===== src/rtl/i2c_codec_target.sv =====
// Write-only I2C target for the audio codec control port: 7-bit address, {reg[6:0], data[8:0]} frames.
// SCL/SDA are oversampled on clk; accepted frames update a bank of 9-bit shadow registers.
module i2c_codec_target #(
   parameter logic [6:0] DEV_ADDR    = 7'h1A,
   parameter int         SYNC_STAGES = 2,
   parameter int         NUM_REGS    = 10
) (
   input  logic       clk,
   input  logic       rst,
   input  logic       i2c_sclk,
   input  logic       i2c_sdat_i,
   output logic       i2c_sdat_oe,
   output logic       reg_wr_en,
   output logic [6:0] reg_addr,
   output logic [8:0] reg_data,
   input  logic [3:0] rd_addr,
   output logic [8:0] rd_data,
   output logic       bus_busy
);
   typedef enum logic [2:0] {
      S_IDLE      = 3'd0,
      S_ADDR      = 3'd1,
      S_ACK_A     = 3'd2,
      S_BYTE1     = 3'd3,
      S_ACK_1     = 3'd4,
      S_BYTE2     = 3'd5,
      S_ACK_2     = 3'd6,
      S_WAIT_STOP = 3'd7
   } state_t;

   localparam logic [6:0] SOFT_RST_ADDR = 7'h0F;

   logic [SYNC_STAGES-1:0] r_scl_sync;
   logic [SYNC_STAGES-1:0] r_sda_sync;
   logic                   r_scl_hist;
   logic                   r_sda_hist;
   logic                   w_scl;
   logic                   w_sda;
   logic                   w_scl_rise;
   logic                   w_scl_fall;
   logic                   w_start;
   logic                   w_stop;
   logic                   w_in_byte;

   state_t     r_state,     w_state_nxt;
   logic [2:0] r_bit_cnt,   w_bit_cnt_nxt;
   logic       r_byte_full, w_byte_full_nxt;
   logic [7:0] r_shift,     w_shift_nxt;
   logic [7:0] r_byte1,     w_byte1_nxt;
   logic       r_oe,        w_oe_nxt;
   logic       r_busy,      w_busy_nxt;
   logic       r_wr_en,     w_wr_en_nxt;
   logic [6:0] r_reg_addr,  w_reg_addr_nxt;
   logic [8:0] r_reg_data,  w_reg_data_nxt;
   logic [8:0] r_shadow [NUM_REGS];
   logic [8:0] w_rd_data;

   // Pin synchronizers plus one history flop; idle bus level is high, so reset to 1.
   always_ff @(posedge clk or posedge rst) begin
      if (rst) begin
         r_scl_sync <= '1;
         r_sda_sync <= '1;
         r_scl_hist <= 1'b1;
         r_sda_hist <= 1'b1;
      end else begin
         r_scl_sync <= {r_scl_sync[SYNC_STAGES-2:0], i2c_sclk};
         r_sda_sync <= {r_sda_sync[SYNC_STAGES-2:0], i2c_sdat_i};
         r_scl_hist <= r_scl_sync[SYNC_STAGES-1];
         r_sda_hist <= r_sda_sync[SYNC_STAGES-1];
      end
   end

   assign w_scl      = r_scl_sync[SYNC_STAGES-1];
   assign w_sda      = r_sda_sync[SYNC_STAGES-1];
   assign w_scl_rise = w_scl & ~r_scl_hist;
   assign w_scl_fall = ~w_scl & r_scl_hist;
   assign w_start    = w_scl & r_scl_hist & r_sda_hist & ~w_sda;
   assign w_stop     = w_scl & r_scl_hist & ~r_sda_hist & w_sda;
   assign w_in_byte  = (r_state == S_ADDR) || (r_state == S_BYTE1) || (r_state == S_BYTE2);

   // Next-state and next-output logic; bus conditions override any byte/ACK progress.
   always_comb begin
      w_state_nxt     = r_state;
      w_bit_cnt_nxt   = r_bit_cnt;
      w_byte_full_nxt = r_byte_full;
      w_shift_nxt     = r_shift;
      w_byte1_nxt     = r_byte1;
      w_oe_nxt        = r_oe;
      w_busy_nxt      = r_busy;
      w_wr_en_nxt     = 1'b0;
      w_reg_addr_nxt  = r_reg_addr;
      w_reg_data_nxt  = r_reg_data;
      if (w_stop) begin
         w_state_nxt     = S_IDLE;
         w_oe_nxt        = 1'b0;
         w_busy_nxt      = 1'b0;
         w_bit_cnt_nxt   = 3'd0;
         w_byte_full_nxt = 1'b0;
      end else if (w_start) begin
         w_state_nxt     = S_ADDR;
         w_oe_nxt        = 1'b0;
         w_busy_nxt      = 1'b1;
         w_bit_cnt_nxt   = 3'd0;
         w_byte_full_nxt = 1'b0;
      end else if (w_scl_rise && w_in_byte) begin
         w_shift_nxt   = {r_shift[6:0], w_sda};
         w_bit_cnt_nxt = r_bit_cnt + 3'd1;
         if (r_bit_cnt == 3'd7) begin
            w_byte_full_nxt = 1'b1;
         end else begin
            w_byte_full_nxt = r_byte_full;
         end
      end else if (w_scl_fall) begin
         // A full byte is acted on at the falling edge that ends its eighth bit.
         case (r_state)
            S_ADDR: begin
               if (r_byte_full) begin
                  w_byte_full_nxt = 1'b0;
                  if ((r_shift[7:1] == DEV_ADDR) && (r_shift[0] == 1'b0)) begin
                     w_state_nxt = S_ACK_A;
                     w_oe_nxt    = 1'b1;
                  end else begin
                     w_state_nxt = S_WAIT_STOP;
                  end
               end else begin
                  w_state_nxt = r_state;
               end
            end
            S_BYTE1: begin
               if (r_byte_full) begin
                  w_byte_full_nxt = 1'b0;
                  w_byte1_nxt     = r_shift;
                  w_state_nxt     = S_ACK_1;
                  w_oe_nxt        = 1'b1;
               end else begin
                  w_state_nxt = r_state;
               end
            end
            S_BYTE2: begin
               if (r_byte_full) begin
                  w_byte_full_nxt = 1'b0;
                  w_state_nxt     = S_ACK_2;
                  w_oe_nxt        = 1'b1;
                  w_wr_en_nxt     = 1'b1;
                  w_reg_addr_nxt  = r_byte1[7:1];
                  w_reg_data_nxt  = {r_byte1[0], r_shift};
               end else begin
                  w_state_nxt = r_state;
               end
            end
            S_ACK_A: begin
               w_oe_nxt    = 1'b0;
               w_state_nxt = S_BYTE1;
            end
            S_ACK_1: begin
               w_oe_nxt    = 1'b0;
               w_state_nxt = S_BYTE2;
            end
            S_ACK_2: begin
               w_oe_nxt    = 1'b0;
               w_state_nxt = S_WAIT_STOP;
            end
            default: begin
               w_state_nxt = r_state;
            end
         endcase
      end else begin
         w_state_nxt = r_state;
      end
   end

   // FSM state and registered outputs.
   always_ff @(posedge clk or posedge rst) begin
      if (rst) begin
         r_state     <= S_IDLE;
         r_bit_cnt   <= 3'd0;
         r_byte_full <= 1'b0;
         r_shift     <= 8'd0;
         r_byte1     <= 8'd0;
         r_oe        <= 1'b0;
         r_busy      <= 1'b0;
         r_wr_en     <= 1'b0;
         r_reg_addr  <= 7'd0;
         r_reg_data  <= 9'd0;
      end else begin
         r_state     <= w_state_nxt;
         r_bit_cnt   <= w_bit_cnt_nxt;
         r_byte_full <= w_byte_full_nxt;
         r_shift     <= w_shift_nxt;
         r_byte1     <= w_byte1_nxt;
         r_oe        <= w_oe_nxt;
         r_busy      <= w_busy_nxt;
         r_wr_en     <= w_wr_en_nxt;
         r_reg_addr  <= w_reg_addr_nxt;
         r_reg_data  <= w_reg_data_nxt;
      end
   end

   // Shadow bank updates in the same clk as the write pulse; address 0x0F clears the bank.
   always_ff @(posedge clk or posedge rst) begin
      if (rst) begin
         for (int i = 0; i < NUM_REGS; i++) r_shadow[i] <= 9'd0;
      end else if (w_wr_en_nxt) begin
         for (int i = 0; i < NUM_REGS; i++) begin
            if (w_reg_addr_nxt == i[6:0]) begin
               r_shadow[i] <= w_reg_data_nxt;
            end else if (w_reg_addr_nxt == SOFT_RST_ADDR) begin
               r_shadow[i] <= 9'd0;
            end else begin
               r_shadow[i] <= r_shadow[i];
            end
         end
      end else begin
         for (int i = 0; i < NUM_REGS; i++) r_shadow[i] <= r_shadow[i];
      end
   end

   // Read mux; indices beyond the bank read as zero.
   always_comb begin
      w_rd_data = 9'd0;
      for (int i = 0; i < NUM_REGS; i++) begin
         w_rd_data = w_rd_data | (r_shadow[i] & {9{rd_addr == i[3:0]}});
      end
   end

   assign i2c_sdat_oe = r_oe;
   assign reg_wr_en   = r_wr_en;
   assign reg_addr    = r_reg_addr;
   assign reg_data    = r_reg_data;
   assign bus_busy    = r_busy;
   assign rd_data     = w_rd_data;
endmodule


===== config.mk =====
export PLATFORM = sky130hd
export DESIGN_NAME = i2c_codec_target
export DESIGN_NICKNAME = d
export VERILOG_FILES = /design/src/rtl/i2c_codec_target.sv
export SDC_FILE = /design/constraint.sdc
export NUM_CORES = 1
export LEC_CHECK = 0
export ABC_AREA = 1
export CORE_UTILIZATION = 62
export CTS_BUF_LIST = sky130_fd_sc_hd__clkbuf_2 sky130_fd_sc_hd__clkbuf_4 sky130_fd_sc_hd__clkbuf_8
export DETAILED_ROUTE_END_ITERATION = 10
export PLACE_DENSITY = 0.88
export REMOVE_ABC_BUFFERS = 1
export SLEW_MARGIN = 20
export SYNTH_ARGS = -nofsm -noshare
export SYNTH_HDL_FRONTEND = slang
export SYNTH_SLANG_ARGS = --single-unit
export TNS_END_PERCENT = 30

===== constraint.sdc =====
create_clock -name clk -period 5.69 [get_ports clk]
set_input_delay 0.569 -clock clk [delete_from_list [all_inputs] [get_ports clk]]
set_output_delay 0.569 -clock clk [all_outputs]
set_load 0.005 [all_outputs]

==> flow_summary.yaml <==
outcome:
  outcome: "completed"
synthesis:
  async_reset_ff_share_pct: 100
  synth_top_area_share_pct: 51.0
  syn-cell-area_mm2: 0.00647
  syn_area_per_cell_um2: 8.05
  synth_edf_count: 0
  synth_ff_type: "dfrtp_1"
  netlist_top_cells_area: "dfrtp_1 51%, nand2_1 23%, inv_1 3.2%, o21ai_0 2.8%, nand2_4 2.6%"
  netlist_instances: 804
  seq_area_frac_synth_pct: 53.5
  yosys_warnings: 0
  ys_seq_elements: 138
  synth_most_common_cell: "nand2_1"
  synth_top_cell_by_area: "dfrtp_1"
  synth_common_cells: "400 x nand2_1, 132 x dfrtp_1, 56 x inv_1"
  synth.distinct_cells: 27
drt:
  drc: 0
  postRouteAntennaNets: 0
  vias_per_cell: 5.73
  wirelength_um: 16900
  routedWlPerCell_um: 17.0
  drtIter0Drc: 582
  dr.pass1.iters: 5
  vias: 5710
timing:
  setup_viol: 0
  final_hold_viol_count: 0
  slew_viol_final: 0
  setup_tns_ns: 0
  relSlewSlack_pct: 27.2
  rsz0062_at_grt: "false"
  period_share_pct: 60.2
  layout_min_cycle_time_ns: 3.43
  setup_ws_ns: 2.26
  skew_ns: 0.0150
  fmax_mhz: 292
  tightest_slew_ns: 1.09
placed_design:
  dpl_cell_area_mm2: 0.00694
  place_hpwl_um: 11400
  io_buffers: 35
  gp_congestion: 0.916
  dp_worst_setup_slack_ns: 2.14
floorplan:
  die_w_um: 104
  start_util_pct: 65.0
  row_count: 36
  core-area_mm2: 0.00995
  die-area_mm2: 0.0109
  die_h_um: 104
  ios: 36
critical_path:
  cp_top_family: "buffers and inverters"
  worstPathRequired_ns: 5.12
  ff2ff_setup_slack_ns: 3.07
  crit_path_end_kind: "output pin"
  worst-path-max-fanout: 9
  crit_buf_inv: 5
  path_class: "in2out"
  path_cells: "clkdlybuf4s50_1 > inv_1 > nand2_1 > inv_1 > nand2_1 > clkinv_1 > a221oi_1 > nand2_1 > clkdlybuf4s50_1"
  start_kind: "input port"
  cp_common_cell: "nand2_1"
  cpMaxStageDelayCell: "a221oi_1"
  arrival_ns: 2.86
  critical-path-max-stage-delay_ns: 0.63
grt:
  grt_usage_pct: 33.2
  grt-ovfl-total: 0
  grt_pass1_wl_um: 27800
  antenna_found_initial: 0
  grt_pass1_vias: 5736
  grt_max_degree: 82
clock_network:
  cts_buffer_depth: 2
  cts_tree: "yes"
  clkTransAtPathRegs_ns: 0.07
  ctsHoldBuffers: 0
  root_buffer: "clkbuf_8"
  cts_htree_levels: 4
  clkSinkCount: 138
  cts_made_buffers: 17
  postCtsSetupRepairBufs: 0
  clk_latency_ns: 0.47
  ctsResizeCount: 0
run:
  cap_violations: 0
power:
  p_per_area_mw_per_mm2: 304
  leakage_uw: 0.00400
  ir_worst_vdd_mv: 0.312
min_path:
  min_path_type: "reg2reg"
final_layout:
  area_growth_pct: 13.0
  final_net_count: 861
  fin_area_mm2: 0.00732
  drive_gt1_share_pct: 10.8
  antenna_cells: 0
==> cell families after synthesis <==
| family | Yosys count | synth area share (%) |
|---|---|---|
| flops | 138 | 53.5 |
| fa+ha+maj | 2 | 0.387 |
| compound gates | 74 | 7.31 |
| buf+inv | 84 | 5.35 |
| simple gates | 506 | 33.5 |
==> sequential cells by signal, indices dropped and copies added, names as in the netlist <==
signal       count
bus_busy         1
i2c_sdat_oe      1
r_bit_cnt        3
r_byte1          8
r_byte_full      1
r_scl_hist       1
r_scl_sync       2
r_sda_hist       1
r_sda_sync       2
r_shadow        90
r_shift          8
r_state          3
reg_addr         7
reg_data         9
reg_wr_en        1
==> final cells by class <==
| cell class | count | area [um2] |
|---|---|---|
| fillers | 736 | 2640 |
| inverters | 75 | 284 |
| well taps | 133 | 166 |
| repair buffers | 37 | 365 |
| flip-flops and latches | 138 | 3460 |
| clock buffers | 18 | 241 |
| clock inverters | 14 | 128 |
| multi-input cells | 582 | 2670 |
==> per-stage QoR <==
stage	hold WS [ns]	util (%)	std cells	total power (uW)
finish	0.357	73.5	997	2220
global route	0.367	73.5	997	2320
CTS	0.358	73.4	997	2220
detailed placement	0.348	69.7	965	1490
global placement	0.346	69.7	965	1460
floorplan	0.345	-	795	1360
==> report_power, final <==
part,total (uW),internal (uW),switching (uW)
combinational,366,117,250
clock,745,348,397
sequential,1110,1050,58.1
total,2220,1520,704
==> final timing paths <==
kind                                               from                        to  cells after the start
min in group asynchronous                           rst  r_shadow[19]$_DFFE_PP0P_                      2
worst min register to register  r_scl_sync[0]$_DFF_PP1_   r_scl_sync[1]$_DFF_PP1_                      0
worst min-delay path            r_scl_sync[0]$_DFF_PP1_   r_scl_sync[1]$_DFF_PP1_                      0
worst max register to register     r_scl_hist$_DFF_PP1_  r_shadow[41]$_DFFE_PP0P_                     11
max in group asynchronous                           rst   i2c_sdat_oe$_DFFE_PP0P_                      3
worst max-delay path                         rd_addr[3]                rd_data[8]                      9
==> layout by cell type (no fill, tap or decap), drive strengths merged <==
cell and count:
clkinvlp 7, a22o 10, nor3 1, o21bai 1
clkdlybuf4s50 35, a211oi 9, a21oi 2, nand4 3
bufinv 1, inv 63, o21ai 36, clkbuf 18
a221oi 8, nand2 437, ha 2, dfstp 6
dfrtp 132, nor2 37, clkinv 18, nand3 28
o22ai 8, buf 2
==> metal layers <==
| layer | share of wire, % | up-vias | GRT usage [%] |
|---|---|---|---|
| met2 | 48 | 295 | 53.0 |
| met1 | 39 | 2733 | 43.1 |
| li1 | - | 2610 | - |
| met5 | 0 | - | 0 |
| met4 | 4.5 | 0 | 18.4 |
| met3 | 8.1 | 72 | 6.14 |
==> worst register-to-register path: cells and delay by family, from the launching register on <==
family / cells / cell delay (ns)
flip-flops: 1 / 0.57
AND/OR/NAND/NOR: 11 / 1.94
Power figures use the tool's default switching activity.
